==> src/rtl/branch_issue_queue_pkg.sv <==
// Shared types for the branch issue queue: compare ops, datapath word and queue entry layout.
package branch_issue_queue_pkg;

    typedef logic [31:0] rv32i_word;

    typedef enum logic [2:0] {
        BR_EQ  = 3'b000,
        BR_NE  = 3'b001,
        BR_LT  = 3'b100,
        BR_GE  = 3'b101,
        BR_LTU = 3'b110,
        BR_GEU = 3'b111
    } branch_funct3_t;

    // Tag width stored in each entry; the top converts its TAG_W ports to and from this width.
    localparam int BR_TAG_W = 3;

    typedef struct packed {
        branch_funct3_t        op;
        rv32i_word             pc;
        rv32i_word             imm;
        logic [BR_TAG_W-1:0]   rob_tag;
        logic                  src1_valid;
        logic [BR_TAG_W-1:0]   src1_tag;
        rv32i_word             src1_data;
        logic                  src2_valid;
        logic [BR_TAG_W-1:0]   src2_tag;
        rv32i_word             src2_data;
    } br_iq_entry_t;

    function automatic rv32i_word branch_target(input rv32i_word pc, input rv32i_word imm);
        return pc + imm;
    endfunction

endpackage

==> src/rtl/branch_issue_queue_if.sv <==
// Dispatch, CDB snoop, flush and result signals of the branch issue queue.
interface branch_issue_queue_if #(
    parameter int TAG_W = 3
);
    // Handshakes: a transfer happens on a rising edge where valid && ready are both high;
    // a producer holds valid and payload steady until that edge, and ready never depends on valid.
    logic              flush;

    logic              disp_valid;
    logic              disp_ready;
    logic [2:0]        disp_op;
    logic [31:0]       disp_pc;
    logic [31:0]       disp_imm;
    logic [TAG_W-1:0]  disp_rob_tag;
    logic              disp_src1_valid;
    logic              disp_src2_valid;
    logic [TAG_W-1:0]  disp_src1_tag;
    logic [TAG_W-1:0]  disp_src2_tag;
    logic [31:0]       disp_src1_data;
    logic [31:0]       disp_src2_data;

    logic              cdb_valid;
    logic [TAG_W-1:0]  cdb_tag;
    logic [31:0]       cdb_data;

    logic              res_valid;
    logic              res_ready;
    logic [TAG_W-1:0]  res_rob_tag;
    logic              res_taken;
    logic [31:0]       res_target;

    modport master (
        output flush,
        output disp_valid, disp_op, disp_pc, disp_imm, disp_rob_tag,
        output disp_src1_valid, disp_src2_valid, disp_src1_tag, disp_src2_tag,
        output disp_src1_data, disp_src2_data,
        output cdb_valid, cdb_tag, cdb_data,
        output res_ready,
        input  disp_ready,
        input  res_valid, res_rob_tag, res_taken, res_target
    );

    modport slave (
        input  flush,
        input  disp_valid, disp_op, disp_pc, disp_imm, disp_rob_tag,
        input  disp_src1_valid, disp_src2_valid, disp_src1_tag, disp_src2_tag,
        input  disp_src1_data, disp_src2_data,
        input  cdb_valid, cdb_tag, cdb_data,
        input  res_ready,
        output disp_ready,
        output res_valid, res_rob_tag, res_taken, res_target
    );

endinterface

==> src/rtl/branch_issue_queue_alu.sv <==
// Shared conditional-branch comparator; reserved funct3 codes resolve as not taken.
module branch_alu
    import branch_issue_queue_pkg::*;
(
    input  branch_funct3_t op,
    input  rv32i_word      a,
    input  rv32i_word      b,
    output logic           taken
);

    always_comb begin
        taken = 1'b0;
        case (op)
            BR_EQ:   taken = (a == b);
            BR_NE:   taken = (a != b);
            BR_LT:   taken = ($signed(a) <  $signed(b));
            BR_GE:   taken = ($signed(a) >= $signed(b));
            BR_LTU:  taken = (a <  b);
            BR_GEU:  taken = (a >= b);
            default: taken = 1'b0;
        endcase
    end

endmodule

==> src/rtl/branch_issue_queue.sv <==
// In-order branch issue queue: holds dispatched branches until operands arrive via the CDB,
// issues the head to the comparator and registers the result in a one-entry skid stage.
module branch_issue_queue
    import branch_issue_queue_pkg::*;
#(
    parameter int DEPTH = 4,
    parameter int TAG_W = 3
) (
    input  logic                  clk,
    input  logic                  rst,
    branch_issue_queue_if.slave   bi
);

    localparam int PTR_W = $clog2(DEPTH);
    localparam logic [PTR_W:0] FULL_COUNT = (PTR_W + 1)'(DEPTH);

    br_iq_entry_t        entries [DEPTH];
    logic                occ     [DEPTH];
    logic [PTR_W-1:0]    head;
    logic [PTR_W-1:0]    tail;
    logic [PTR_W:0]      count;

    logic                res_valid_q;
    logic [TAG_W-1:0]    res_tag_q;
    logic                res_taken_q;
    rv32i_word           res_target_q;

    logic                full;
    logic                disp_fire;
    logic                issue;
    logic                alu_taken;
    logic [BR_TAG_W-1:0] cdb_tag_x;
    br_iq_entry_t        new_e;
    logic                wake1   [DEPTH];
    logic                wake2   [DEPTH];

    assign full          = (count == FULL_COUNT);
    assign bi.disp_ready = !full;
    assign cdb_tag_x     = BR_TAG_W'(bi.cdb_tag);

    // Full blocks dispatch even when the head leaves this cycle, so ready stays a pure register decode.
    assign disp_fire = bi.disp_valid && !full && !bi.flush;
    assign issue     = occ[head] && entries[head].src1_valid && entries[head].src2_valid &&
                       (!res_valid_q || bi.res_ready);

    for (genvar i = 0; i < DEPTH; i++) begin : g_wake
        assign wake1[i] = bi.cdb_valid && occ[i] && !entries[i].src1_valid &&
                          (entries[i].src1_tag == cdb_tag_x);
        assign wake2[i] = bi.cdb_valid && occ[i] && !entries[i].src2_valid &&
                          (entries[i].src2_tag == cdb_tag_x);
    end

    always_comb begin
        new_e            = '0;
        new_e.op         = branch_funct3_t'(bi.disp_op);
        new_e.pc         = bi.disp_pc;
        new_e.imm        = bi.disp_imm;
        new_e.rob_tag    = BR_TAG_W'(bi.disp_rob_tag);
        new_e.src1_tag   = BR_TAG_W'(bi.disp_src1_tag);
        new_e.src2_tag   = BR_TAG_W'(bi.disp_src2_tag);
        new_e.src1_valid = bi.disp_src1_valid;
        new_e.src1_data  = bi.disp_src1_data;
        new_e.src2_valid = bi.disp_src2_valid;
        new_e.src2_data  = bi.disp_src2_data;
        // A producer broadcasting in the dispatch cycle would otherwise be missed forever.
        if (!bi.disp_src1_valid && bi.cdb_valid && (new_e.src1_tag == cdb_tag_x)) begin
            new_e.src1_valid = 1'b1;
            new_e.src1_data  = bi.cdb_data;
        end
        if (!bi.disp_src2_valid && bi.cdb_valid && (new_e.src2_tag == cdb_tag_x)) begin
            new_e.src2_valid = 1'b1;
            new_e.src2_data  = bi.cdb_data;
        end
    end

    branch_alu u_alu (
        .op    (entries[head].op),
        .a     (entries[head].src1_data),
        .b     (entries[head].src2_data),
        .taken (alu_taken)
    );

    always_ff @(posedge clk or posedge rst) begin
        if (rst) begin
            head  <= '0;
            tail  <= '0;
            count <= '0;
            for (int i = 0; i < DEPTH; i++) begin
                occ[i]     <= 1'b0;
                entries[i] <= '0;
            end
        end else if (bi.flush) begin
            head  <= '0;
            tail  <= '0;
            count <= '0;
            for (int i = 0; i < DEPTH; i++) begin
                occ[i] <= 1'b0;
            end
        end else begin
            for (int i = 0; i < DEPTH; i++) begin
                if (wake1[i]) begin
                    entries[i].src1_valid <= 1'b1;
                    entries[i].src1_data  <= bi.cdb_data;
                end
                if (wake2[i]) begin
                    entries[i].src2_valid <= 1'b1;
                    entries[i].src2_data  <= bi.cdb_data;
                end
            end
            if (issue) begin
                occ[head] <= 1'b0;
                head      <= head + PTR_W'(1);
            end
            // The tail slot is never occupied when dispatch fires, so it cannot collide with a wakeup.
            if (disp_fire) begin
                entries[tail] <= new_e;
                occ[tail]     <= 1'b1;
                tail          <= tail + PTR_W'(1);
            end
            case ({disp_fire, issue})
                2'b10:   count <= count + (PTR_W + 1)'(1);
                2'b01:   count <= count - (PTR_W + 1)'(1);
                default: count <= count;
            endcase
        end
    end

    always_ff @(posedge clk or posedge rst) begin
        if (rst) begin
            res_valid_q  <= 1'b0;
            res_tag_q    <= '0;
            res_taken_q  <= 1'b0;
            res_target_q <= '0;
        end else if (bi.flush) begin
            res_valid_q <= 1'b0;
        end else if (issue) begin
            res_valid_q  <= 1'b1;
            res_tag_q    <= TAG_W'(entries[head].rob_tag);
            res_taken_q  <= alu_taken;
            res_target_q <= branch_target(entries[head].pc, entries[head].imm);
        end else if (bi.res_ready) begin
            res_valid_q <= 1'b0;
        end
    end

    assign bi.res_valid   = res_valid_q;
    assign bi.res_rob_tag = res_tag_q;
    assign bi.res_taken   = res_taken_q;
    assign bi.res_target  = res_target_q;

endmodule

==> src/flat_wrapper.sv <==
// flat-port wrapper written by rule: the top's interface ports become plain ports
module branch_issue_queue_flat import branch_issue_queue_pkg::*;
#(
    parameter int DEPTH = 4,
    parameter int TAG_W = 3
)
  (clk, rst, bi_flush, bi_disp_valid, bi_disp_op, bi_disp_pc, bi_disp_imm, bi_disp_rob_tag, bi_disp_src1_valid, bi_disp_src2_valid, bi_disp_src1_tag, bi_disp_src2_tag, bi_disp_src1_data, bi_disp_src2_data, bi_cdb_valid, bi_cdb_tag, bi_cdb_data, bi_res_ready, bi_disp_ready, bi_res_valid, bi_res_rob_tag, bi_res_taken, bi_res_target);
  branch_issue_queue_if #(.TAG_W(TAG_W)) bi_i ();
  input  logic clk;
  input  logic rst;
  input wire logic [$bits(bi_i.flush)-1:0] bi_flush;
  input wire logic [$bits(bi_i.disp_valid)-1:0] bi_disp_valid;
  input wire logic [$bits(bi_i.disp_op)-1:0] bi_disp_op;
  input wire logic [$bits(bi_i.disp_pc)-1:0] bi_disp_pc;
  input wire logic [$bits(bi_i.disp_imm)-1:0] bi_disp_imm;
  input wire logic [$bits(bi_i.disp_rob_tag)-1:0] bi_disp_rob_tag;
  input wire logic [$bits(bi_i.disp_src1_valid)-1:0] bi_disp_src1_valid;
  input wire logic [$bits(bi_i.disp_src2_valid)-1:0] bi_disp_src2_valid;
  input wire logic [$bits(bi_i.disp_src1_tag)-1:0] bi_disp_src1_tag;
  input wire logic [$bits(bi_i.disp_src2_tag)-1:0] bi_disp_src2_tag;
  input wire logic [$bits(bi_i.disp_src1_data)-1:0] bi_disp_src1_data;
  input wire logic [$bits(bi_i.disp_src2_data)-1:0] bi_disp_src2_data;
  input wire logic [$bits(bi_i.cdb_valid)-1:0] bi_cdb_valid;
  input wire logic [$bits(bi_i.cdb_tag)-1:0] bi_cdb_tag;
  input wire logic [$bits(bi_i.cdb_data)-1:0] bi_cdb_data;
  input wire logic [$bits(bi_i.res_ready)-1:0] bi_res_ready;
  output wire logic [$bits(bi_i.disp_ready)-1:0] bi_disp_ready;
  output wire logic [$bits(bi_i.res_valid)-1:0] bi_res_valid;
  output wire logic [$bits(bi_i.res_rob_tag)-1:0] bi_res_rob_tag;
  output wire logic [$bits(bi_i.res_taken)-1:0] bi_res_taken;
  output wire logic [$bits(bi_i.res_target)-1:0] bi_res_target;
  assign bi_i.flush = bi_flush;
  assign bi_i.disp_valid = bi_disp_valid;
  assign bi_i.disp_op = bi_disp_op;
  assign bi_i.disp_pc = bi_disp_pc;
  assign bi_i.disp_imm = bi_disp_imm;
  assign bi_i.disp_rob_tag = bi_disp_rob_tag;
  assign bi_i.disp_src1_valid = bi_disp_src1_valid;
  assign bi_i.disp_src2_valid = bi_disp_src2_valid;
  assign bi_i.disp_src1_tag = bi_disp_src1_tag;
  assign bi_i.disp_src2_tag = bi_disp_src2_tag;
  assign bi_i.disp_src1_data = bi_disp_src1_data;
  assign bi_i.disp_src2_data = bi_disp_src2_data;
  assign bi_i.cdb_valid = bi_cdb_valid;
  assign bi_i.cdb_tag = bi_cdb_tag;
  assign bi_i.cdb_data = bi_cdb_data;
  assign bi_i.res_ready = bi_res_ready;
  assign bi_disp_ready = bi_i.disp_ready;
  assign bi_res_valid = bi_i.res_valid;
  assign bi_res_rob_tag = bi_i.res_rob_tag;
  assign bi_res_taken = bi_i.res_taken;
  assign bi_res_target = bi_i.res_target;
  branch_issue_queue #(.DEPTH(DEPTH), .TAG_W(TAG_W)) u_core (.clk(clk), .rst(rst), .bi(bi_i));
endmodule
==> config.mk <==
export PLATFORM = sky130hd
export DESIGN_NAME = branch_issue_queue_flat
export DESIGN_NICKNAME = d
export VERILOG_FILES = /design/src/rtl/branch_issue_queue_pkg.sv /design/src/rtl/branch_issue_queue_if.sv /design/src/rtl/branch_issue_queue_alu.sv /design/src/rtl/branch_issue_queue.sv /design/src/flat_wrapper.sv
export SDC_FILE = /design/constraint.sdc
export NUM_CORES = 2
export LEC_CHECK = 0
export BUFFER_PORTS_ARGS = -buffer_cell sky130_fd_sc_hd__buf_2
export CORE_ASPECT_RATIO = 0.75
export CORE_UTILIZATION = 60
export CTS_CLUSTER_SIZE = 28
export DETAILED_ROUTE_END_ITERATION = 7
export PLACE_DENSITY = 0.78
export SLEW_MARGIN = 5
export SYNTH_ARGS = -nofsm -noshare
export SYNTH_HDL_FRONTEND = slang
export SYNTH_SLANG_ARGS = --single-unit
export TNS_END_PERCENT = 5
==> constraint.sdc <==
create_clock -name clk -period 45.7 [get_ports clk]
set_input_delay 2.285 -clock clk [delete_from_list [all_inputs] [get_ports clk]]
set_output_delay 2.285 -clock clk [all_outputs]
set_load 0.01 [all_outputs]
==> impl_metrics.ini <==
[floorplan]
die_x_um = 268
die_area_mm2 = 0.0539
start_util_pct = 61.3
row_count = 72
pin_count = 221
core_area_mm2 = 0.0519
fp.dieH_um = 201

[sta]
finalMaxSlewViolations = 0
setup_slack_ns = 40.06
fin_hold_ws_ns = 0.471
relSlewSlack_pct = 19.6
period_share_pct = 12.3
worstMarginPinSlew_ns = 1.21
hold_viol_final = 0
max_freq_mhz = 177
totalNegativeSetupSlack_ns = 0
finalSetupViolations = 0
fin_crit_ns = 5.64
rsz0062_at_grt = false
clock_skew_ns = 0.0262

[clock_network]
clockRootBuffer = clkbuf_16
cts_buffers = 60
cts_tree = built
clk_latency_ns = 0.65
postCtsSetupBuffers = 0
clkTransAtPathRegs_ns = 0.07
cts_resized = 0
cts_htree_levels = 2
hold_buffers = 0
clkSinkCount = 616
cts_buffer_depth = 3

[power_and_ir_drop]
p_seq_share_pct = 41.1
finalPower_mw = 2.19
ir_worst_vdd_uv = 36.1
pwr-share-clk_pct = 24.8
swShare_pct = 35.7
p_per_area_mw_per_mm2 = 62.2
p_leak_nw = 16.5
p_sw_uw = 784
p_int_mw = 1.41
power_frac_comb_pct = 34.1

[synth]
synthDistinctLibCells = 73
syn_area_mm2 = 0.0318
synth_cells = 3452
synthArstFlopShare_pct = 100
synth_commonest_cells = nand2_1 (1248), dfrtp_1 (616), o21ai_0 (303)
avgSynthCellArea_um2 = 9.21
synth.area.top_cells = dfrtp_1 (48%), nand2_1 (15%), mux4_2 (9.4%)
yosys.area.top_type = dfrtp_1
synth.net_count = 3708
yosysTopAreaCellShare_pct = 48.5
synth_most_common_cell = nand2_1
synth-seq-area-share_pct = 48.5
ys_ff_latch = 616
synth_edf_count = 0
ys_warn_count = 0
synth_ff_type = dfrtp_1

[routing]
via_per_inst = 6.38
route.antenna.remaining_nets = 0
drt_iter0_drc = 3738
wire_per_inst_um = 22.5
drt-pass1-iter-count = 6
totalWireLength_um = 96200
drc = 0
vias = 27305

[grt]
grtUsageTotal_pct = 36.1
grt_remaining_overflow = 0
grt_start_max_net_pins = 154
grt_pass1_wl_um = 152000
grt_antenna_before_repair = 17
grt_pass1_vias = 28028

[worst_setup_path]
cp.required_ns = 46.20
r2r_setup_slack_ns = 40.06
cp_max_fo = 53
critPathLaunchType = flip-flop
cp.arrival_ns = 6.13
crit_type = reg -> reg
end_kind = flip-flop

[finish]
drive_gt1_share_pct = 16.2
area_delta_synth_final_pct = 11.0
fin_util_pct = 68.0
nets = 3767
fill_cells = 3921

[place]
hpwl_um = 55700
io_buffers = 220
dp_worst_setup_slack_ns = 40.04
gp_congestion = 0.892

[status]
status = complete, no violations

[min_path]
hp-class = reg -> reg

[job]
cap_violations = 0
[worst paths after layout]
kind                                      from  depth (start not counted)                  endpoint
min reg2reg                u_core.entries[113]                          2       u_core.entries[113]
max reg2reg                     u_core.head[1]                         12  u_core.bi.res_target[31]
max in group asynchronous                  rst                          4            u_core.head[1]
min in group asynchronous                  rst                          2       u_core.entries[227]
max                             u_core.head[1]                         12  u_core.bi.res_target[31]
min                        u_core.entries[113]                          2       u_core.entries[113]
[placed cells by master, fill, tap and decap left out, types with 27 or more instances in the layout]
cell	n
nand2_1	1243
dfrtp_1	614
o21ai_0	303
buf_2	219
a21oi_1	171
nor2_1	161
mux4_2	133
a22oi_1	128
ha_1	71
clkbuf_16	62
inv_1	48
xnor2_1	36
mux2i_1	33
mux2_2	33
buf_4	32
xor2_1	27
[routing by layer]
metal / GRT usage (%) / wire length (um) / part of all wire [%] / vias to the layer above
li1: - / - / - / 11836
met3: 9.06 / 11100 / 12 / 263
met1: 49.6 / 37400 / 39 / 13502
met2: 55.0 / 44200 / 46 / 1700
met4: 15.1 / 3390 / 3.5 / 4
met5: 0.180 / 27 / 0.028 / -
[per-stage QoR]
step,area (um^2),cells
floorplan,31800,3452
global placement,33100,4152
detailed placement,33100,4152
CTS,35300,4265
global route,35300,4280
finish,35300,4281
[power by group through the flow]
stage                     logic, mW  clock network (mW)  registers, mW
after global placement        0.693                   0          0.885
after detailed placement      0.731                   0          0.902
after global routing          0.830               0.566          0.922
after CTS                     0.740               0.547          0.895
final                         0.748               0.544          0.903
after floorplan               0.550                   0          0.867
[critical path, stage by stage, from the launching register on]
cell and delay [ns]:
dfrtp_4 0.91, buf_4 0.79, buf_4 0.91, mux4_2 0.62, ha_1 0.46, nand2_1 0.12, nor2_1 0.25, nand3_1 0.15
a21oi_1 0.40, o21ai_1 0.22, o21ai_0 0.28, xnor2_1 0.15, o21ai_1 0.07
[flip-flops by register name (all words and copies together) (netlist names)]
| signal | count |
|---|---|
| u_core.bi.res_taken | 1 |
| u_core.entries | 568 |
| u_core.count | 3 |
| u_core.tail | 2 |
| u_core.bi.res_target | 32 |
| u_core.bi.res_valid | 1 |
| u_core.bi.res_rob_tag | 3 |
| u_core.occ | 4 |
| u_core.head | 2 |
[area by class of cell]
| cell class | instances | area [um^2] | share of cell area [%] |
|---|---|---|---|
| Antenna cell | 16 | 40.0 | 0.113 |
| Clock buffer | 77 | 1700 | 4.81 |
| Clock inverter | 36 | 465 | 1.32 |
| Inverter | 50 | 198 | 0.560 |
| Multi-Input combinational cell | 2530 | 15200 | 43.1 |
| Sequential cell | 616 | 15400 | 43.7 |
| Tap cell | 703 | 880 | 2.49 |
| Timing Repair Buffer | 253 | 1380 | 3.90 |
[cell families after synthesis]
family          Yosys count  synth area share [%]
mux                     199                  11.6
simple gates           1509                  18.6
fa+ha+maj                73                  2.92
xor+xnor                 63                  1.74
flops                   616                  48.5
buf+inv                 306                  3.86
compound gates          686                  12.8
Power figures use the tool's default switching activity.
